<file path="src/rtl/program_rom_loader.sv">
// Program ROM for the 8-bit CPU: byte-serial loader that holds the CPU in reset
// until a load completes, plus a zero-latency fetch port. Optional checksum: ROM_CHECKSUM_EN.
module program_rom_loader #(
  parameter int unsigned ADDR_W = 4
) (
  input  logic              clk,
  input  logic              rst,
  input  logic              load_start,
  input  logic              load_valid,
  input  logic [7:0]        load_byte,
  input  logic              load_last,
  output logic              load_ready,
  input  logic [7:0]        rom_address,
  output logic [15:0]       rom_value,
  output logic              cpu_rst,
  output logic              load_done,
  output logic [ADDR_W:0]   words_loaded,
  output logic [7:0]        checksum
);

  localparam int unsigned DEPTH = 1 << ADDR_W;
  localparam int unsigned CNT_W = ADDR_W + 1;

  typedef enum logic [1:0] {IDLE, LOAD_LO, LOAD_HI, RUN} state_t;

  state_t            state;
  state_t            state_nxt;
  logic [ADDR_W-1:0] word_ptr;
  logic [7:0]        lo_byte;
  logic [15:0]       mem [DEPTH];
  logic              accept;
  logic              last_word;
  logic              hi_write;

  assign accept    = load_valid && load_ready;
  assign last_word = load_last || (word_ptr == ADDR_W'(DEPTH - 1));
  assign hi_write  = accept && (state == LOAD_HI) && !load_start;

  // Next state; a restart overrides any byte accepted in the same cycle
  always_comb begin
    state_nxt = state;
    if (load_start) begin
      state_nxt = LOAD_LO;
    end else begin
      case (state)
        LOAD_LO: if (accept) state_nxt = LOAD_HI;
        LOAD_HI: if (accept) state_nxt = last_word ? RUN : LOAD_LO;
        default: state_nxt = state;
      endcase
    end
  end

  always_ff @(posedge clk or posedge rst) begin
    if (rst) begin
      state        <= IDLE;
      cpu_rst      <= 1'b1;
      load_ready   <= 1'b0;
      load_done    <= 1'b0;
      words_loaded <= '0;
      lo_byte      <= 8'h00;
      word_ptr     <= '0;
    end else begin
      state      <= state_nxt;
      cpu_rst    <= (state_nxt != RUN);
      load_done  <= (state_nxt == RUN);
      load_ready <= (state_nxt == LOAD_LO) || (state_nxt == LOAD_HI);
      if (load_start) begin
        word_ptr     <= '0;
        words_loaded <= '0;
        lo_byte      <= 8'h00;
      end else if (accept && (state == LOAD_LO)) begin
        lo_byte <= load_byte;
      end else if (hi_write) begin
        words_loaded <= CNT_W'(word_ptr) + CNT_W'(1);
        if (!last_word) word_ptr <= word_ptr + ADDR_W'(1);
      end
    end
  end

  // Program storage is deliberately not reset so a CPU reset keeps the program
  always_ff @(posedge clk) begin
    if (hi_write) mem[word_ptr] <= {load_byte, lo_byte};
  end

  always_comb begin
    rom_value = 16'h0000;
    if ({1'b0, rom_address} < 9'(DEPTH)) rom_value = mem[rom_address[ADDR_W-1:0]];
  end

`ifdef ROM_CHECKSUM_EN
  logic [7:0] cks_acc;

  always_ff @(posedge clk or posedge rst) begin
    if (rst) begin
      cks_acc <= 8'h00;
    end else if (load_start) begin
      cks_acc <= 8'h00;
    end else if (accept) begin
      cks_acc <= cks_acc + load_byte;
    end
  end

  assign checksum = cks_acc;
`else
  assign checksum = 8'h00;
`endif

endmodule
</file>
<file path="config.mk">
export PLATFORM = sky130hd
export DESIGN_NAME = program_rom_loader
export DESIGN_NICKNAME = d
export VERILOG_FILES = /design/src/rtl/program_rom_loader.sv
export SDC_FILE = /design/constraint.sdc
export NUM_CORES = 1
export LEC_CHECK = 0
export CAP_MARGIN = 30
export CORE_MARGIN = 3
export CORE_UTILIZATION = 54
export CTS_CLUSTER_DIAMETER = 120
export DETAILED_ROUTE_END_ITERATION = 10
export PLACE_DENSITY = 0.82
export SYNTH_ARGS = -nofsm -noshare
export SYNTH_HDL_FRONTEND = slang
export SYNTH_SLANG_ARGS = --single-unit
</file>
<file path="constraint.sdc">
create_clock -name clk -period 2.8 [get_ports clk]
set_clock_uncertainty 0.05 [all_clocks]
set_input_delay 0.42 -clock clk [delete_from_list [all_inputs] [get_ports clk]]
set_output_delay 0.42 -clock clk [all_outputs]
set_load 0.01 [all_outputs]
</file>
Word level (Yosys, flattened, before mapping)
Memories as Yosys holds them, arrays and structs flattened. Index checks and enable logic that the tools add are counted.

$add $sub $neg: 2. $lt $le $gt $ge: 1. Eq/ne operators: 9. Muxes and demuxes: 17. Reductions and logical operators: 11.

Operators by type and width (count): two-way mux 16 bit (1); two-way mux 4 bit (4); two-way mux 8 bit (2); two-way mux 5 bit (3); less-than comparator 8 x 5 -> 1 bit, second input constant (1); two-way mux 2 bit (4); == test 2 bit, second input constant (3); != test 2 bit, second input constant (3); adder 4 x 1 -> 5 bit, second input constant (1); adder 4 x 1 -> 4 bit, second input constant (1); == test 2 x 1 -> 1 bit, second input constant (2); == test 4 bit, second input constant (1); logical AND 1 bit (4); one-hot mux 2 bit (2 select lines) (1); nonzero test 2 bit (2); AND reduction 3 bit (1); logical OR 1 bit (2); two-way mux 1 bit (2); AND reduction 2 bit (1); zero test 1 bit (1).

Flip-flop bits (word level): 22. RAM bits: 256. Bits of input ports: 21. Output and inout port bits: 32. Memories: 1.

Memories: mem (words 16, width 16, rd ports 1, clocked after memory_dff 0, write ports 1, line 30) `logic [15:0] mem [DEPTH];`.

Depth between registers and ports, before layout
Depth after elaboration: 8. Gate-level depth with buffers: 7. Mapped depth without buffers: 7.

Worst setup path after synthesis
Ideal clock, no wire load.

Kind: register to register. Start: reg state[0]. End: mem mem[3][0], enable pin. Data arrival time: 2221 ps. Path slack: 120 ps. Stages on the path, launching flop included: 6. Clock period less this slack: 2680 ps. Cell sequence: dfrtp_1 inv_1 ha_1 nor3b_1 nand2_1 nor3_1.

Longest elaborated chain between the ends: 5.

RTL lines: start: declaration (line 26) `state_t state;`; start signal: assignment (line 63) `state <= state_nxt;`; == test 2 bit (line 37) `assign hi_write = accept && (state == LOAD_HI) && !load_start;`; logical AND 1 bit (2 in a row) (line 37); two-way mux 1 bit (line 82) `if (hi_write) mem[word_ptr] <= {load_byte, lo_byte};`; two-way mux 1 bit (not written as such) (line 82); end: declaration (line 30).

No other way between the ends.

Final worst setup path
Start: in rom_address[6]. End: out rom_value[7].

Longest elaborated chain between the ends: 2.

RTL lines: start: declaration (line 13) `input logic [7:0] rom_address,`; less-than comparator 8 x 5 -> 1 bit (line 87) `if ({1'b0, rom_address} < 9'(DEPTH)) rom_value = mem[rom_address[ADDR_W-1:0]];`; two-way mux 16 bit (line 87); end: declaration (line 14) `output logic [15:0] rom_value,`.

No other way between the ends.

==> results.py <==
metrics = {
    "timing": {
        "rsz0062_at_grt": "no",
        "fin_setup_tns_ns": 0,
        "max_freq_mhz": 370,
        "finalCritPeriodShare": 0.966,
        "setup_violations": 0,
        "tightest_slew_ns": 0.941,
        "slew_headroom": 0.372,
        "period_minus_slack_ns": 2.71,
        "final_max_slew_viol_count": 0,
        "hold_viol": 0,
    },
    "job": {
        "maxCapViolCount": 0,
    },
    "final_layout": {
        "layout_common_cells": "256 x edfxtp_1, 49 x mux4_2, 39 x mux2i_1",
        "synthToLayoutAreaGrowth_pct": 18.8,
        "drive_above_1_share": 0.232,
        "stdcell_count": 947,
        "final_common_cell": "edfxtp_1",
        "fin_nets": 690,
        "final_util": 0.662,
        "antenna_cells": 0,
        "fin_area_um2": 13000,
    },
    "power_and_ir_drop": {
        "peakVddDrop_mv": 0.489,
        "sw_frac_of_total": 0.206,
        "intPower_uw": 6960,
        "p_per_area_nw_per_um2": 672,
        "power_leakage_uw": 0.00451,
        "p_clk_frac": 0.402,
        "p_comb_frac": 0.058,
        "p_seq_frac": 0.540,
        "switchingPower_uw": 1810,
    },
    "worst_setup_path": {
        "critPathArrivalTime_ns": 2.24,
        "end_kind": "primary output",
        "path_max_fanout": 28,
        "start_kind": "input pin",
        "cp.required_ns": 2.33,
        "worstSetupPathType": "input pin to primary output",
    },
    "floorplanning": {
        "die_x_um": 149,
        "fp-row-count": 51,
        "initial_core_util": 0.557,
        "die_y_um": 149,
        "dieArea_um2": 22100,
        "ios": 53,
        "core_area_um2": 19700,
    },
    "synth": {
        "synth-compound-area-share": 0.0366,
        "yosys_warnings": 0,
        "ys_seq_area_frac": 0.750,
        "syn_area_um2": 11000,
        "synth_top_area_frac": 0.700,
        "syn_inst": 572,
        "synth_top_family_by_area": "multiplexers",
        "synth_top_area_cell": "edfxtp_1",
        "synth-seq-cells": 278,
        "avgSynthCellArea_um2": 19.2,
        "synthXorXnorAreaFrac": 0.00399,
        "synthAdderAreaFrac": 0.00911,
        "synth_cell_type_count": 37,
        "synth_area_leaders": "edfxtp_1 70%, mux4_2 10%, dfrtp_1 4.8%",
        "synthSimpleGateAreaFrac": 0.0379,
        "muxShareOfSynthArea": 0.138,
    },
    "placement": {
        "gp_congestion": 0.807,
        "placed_area_um2": 12200,
        "dp_hpwl_mm": 14.2,
        "dpl.cell_count": 897,
        "numPortBuffers": 44,
    },
    "clock_tree": {
        "cts_buffers": 27,
        "cts_setup_buffers": 0,
        "clk_latency_ns": 0.53,
        "clock-sinks": 278,
        "clk_pin_slew_ns": 0.06,
        "root_buffer": "clkbuf_16",
        "htree_levels": 1,
        "max-clock-path-buffers": 3,
        "cts_tree": "done",
    },
    "run_status": {
        "status": "complete, no violations",
    },
    "routing": {
        "drtAntennaViolNets": 0,
        "drc": 0,
        "drt_pre_antenna_iters": 5,
        "drt_iter0_drc": 567,
        "drt-vias-per-instance": 6.15,
        "wl_per_cell_um": 25.7,
        "drt_wl_total_mm": 24.3,
        "vias": 5826,
    },
    "hold_path": {
        "hold_class": "input pin to async pin",
    },
    "grt": {
        "grt_pass1_wl_mm": 37.7,
        "antenna_found_initial": 0,
        "overflow": 0,
        "first_global_vias": 6212,
        "track_usage": 0.227,
        "grt_start_max_net_pins": 29,
    },
}
[flip-flops by register name, summed over array words and instances, names as in the netlist]
name / count
load_ready: 1
word_ptr: 4
words_loaded: 5
load_done: 1
mem: 256
cpu_rst: 1
state: 2
lo_byte: 8
[power groups by stage]
stage / logic [µW] / clock network [µW] / registers [µW]
floorplan: 295 / 0 / 4790
global placement: 483 / 0 / 4810
detailed placement: 503 / 0 / 4820
CTS: 511 / 3570 / 4740
global route: 549 / 3740 / 4750
finish: 507 / 3530 / 4740
[cells in the mapped netlist, drive strengths merged]
library cell	count
nor3	5
xnor2	3
nor3b	1
dfstp	1
a22o	1
a22oi	30
nor2	31
a31oi	1
nand2	18
conb	1
nand2b	3
xor2	2
clkbuf	10
dfrtp	21
edfxtp	256
nand4	1
mux4	49
nor4	1
a211oi	4
mux2	2
a21oi	2
and3	1
nor2b	2
mux2i	39
nand3	25
buf	29
ha	8
and4b	1
o211ai	15
inv	6
a211o	1
and3b	1
and2	1
[path summary, 6_finish.rpt]
| kind | from | to | slack [ns] | cells after the start |
|---|---|---|---|---|
| hold reg to reg | words_loaded[4] | words_loaded[4] | 0.50 | 2 |
| setup reg to reg | state[0] | mem[11][9] | 0.56 | 6 |
| setup / recovery | rom_address[6] | rom_value[7] | 0.09 | 8 |
| hold / removal | rst | load_done | 0.35 | 2 |
| min in group clk | words_loaded[4] | words_loaded[4] | 0.50 | 2 |
| max in group asynchronous | rst | lo_byte[7] | 1.77 | 2 |
[layer usage]
layer	wire, µm	track usage	vias up	part of all wire
met5	0	0	-	0
met4	537	0.0702	0	0.022
met3	1880	0.0363	36	0.077
met2	12500	0.378	312	0.51
met1	9380	0.314	3006	0.39
li1	-	-	2472	-
[critical path, stage by stage]
cell and delay (ns):
clkdlybuf4s50_1 0.44, nor4_4 0.34, and2_4 0.21, buf_12 0.18, buf_4 0.15, nand3_1 0.08, o211ai_1 0.09, dlygate4sd2_1 0.31
[area by class of cell]
class / count / area (µm²)
clock buffer: 44 / 820
clock inverter: 6 / 61.3
fill: 1217 / 6670
inverter: 6 / 22.5
multi-input combinational: 256 / 2570
sequential: 278 / 8240
tap: 265 / 332
timing repair buffer: 92 / 1000
[cells by family after synthesis]
family,after synthesis
muxes,90
xor gates and xnor gates,5
adders and majority gates,8
buffers and inverters,45
AOI/OAI and AO/OA,54
and+or+nand+nor,91
other,1
DFF,278
[per-stage QoR]
stage / hold slack (ns) / setup WS (ns) / total power (µW)
2_1_floorplan: 0.358 / 0.120 / 5090
3_3_place_gp: 0.468 / -0.248 / 5290
3_5_place_dp: 0.493 / -0.333 / 5320
4_1_cts: 0.367 / -0.129 / 8820
5_1_grt: 0.417 / 0.00487 / 9040
6_report: 0.353 / 0.0939 / 8770
[what timing repair did]
item / in CTS / in global routing
pin swaps: 0 / 1
endpoints found under the hold margin: 0 / 0
resized for setup: 19 / 9
endpoints found under the setup margin: 16 / 10
hold buffers: 0 / 0
Power figures use the tool's default switching activity.
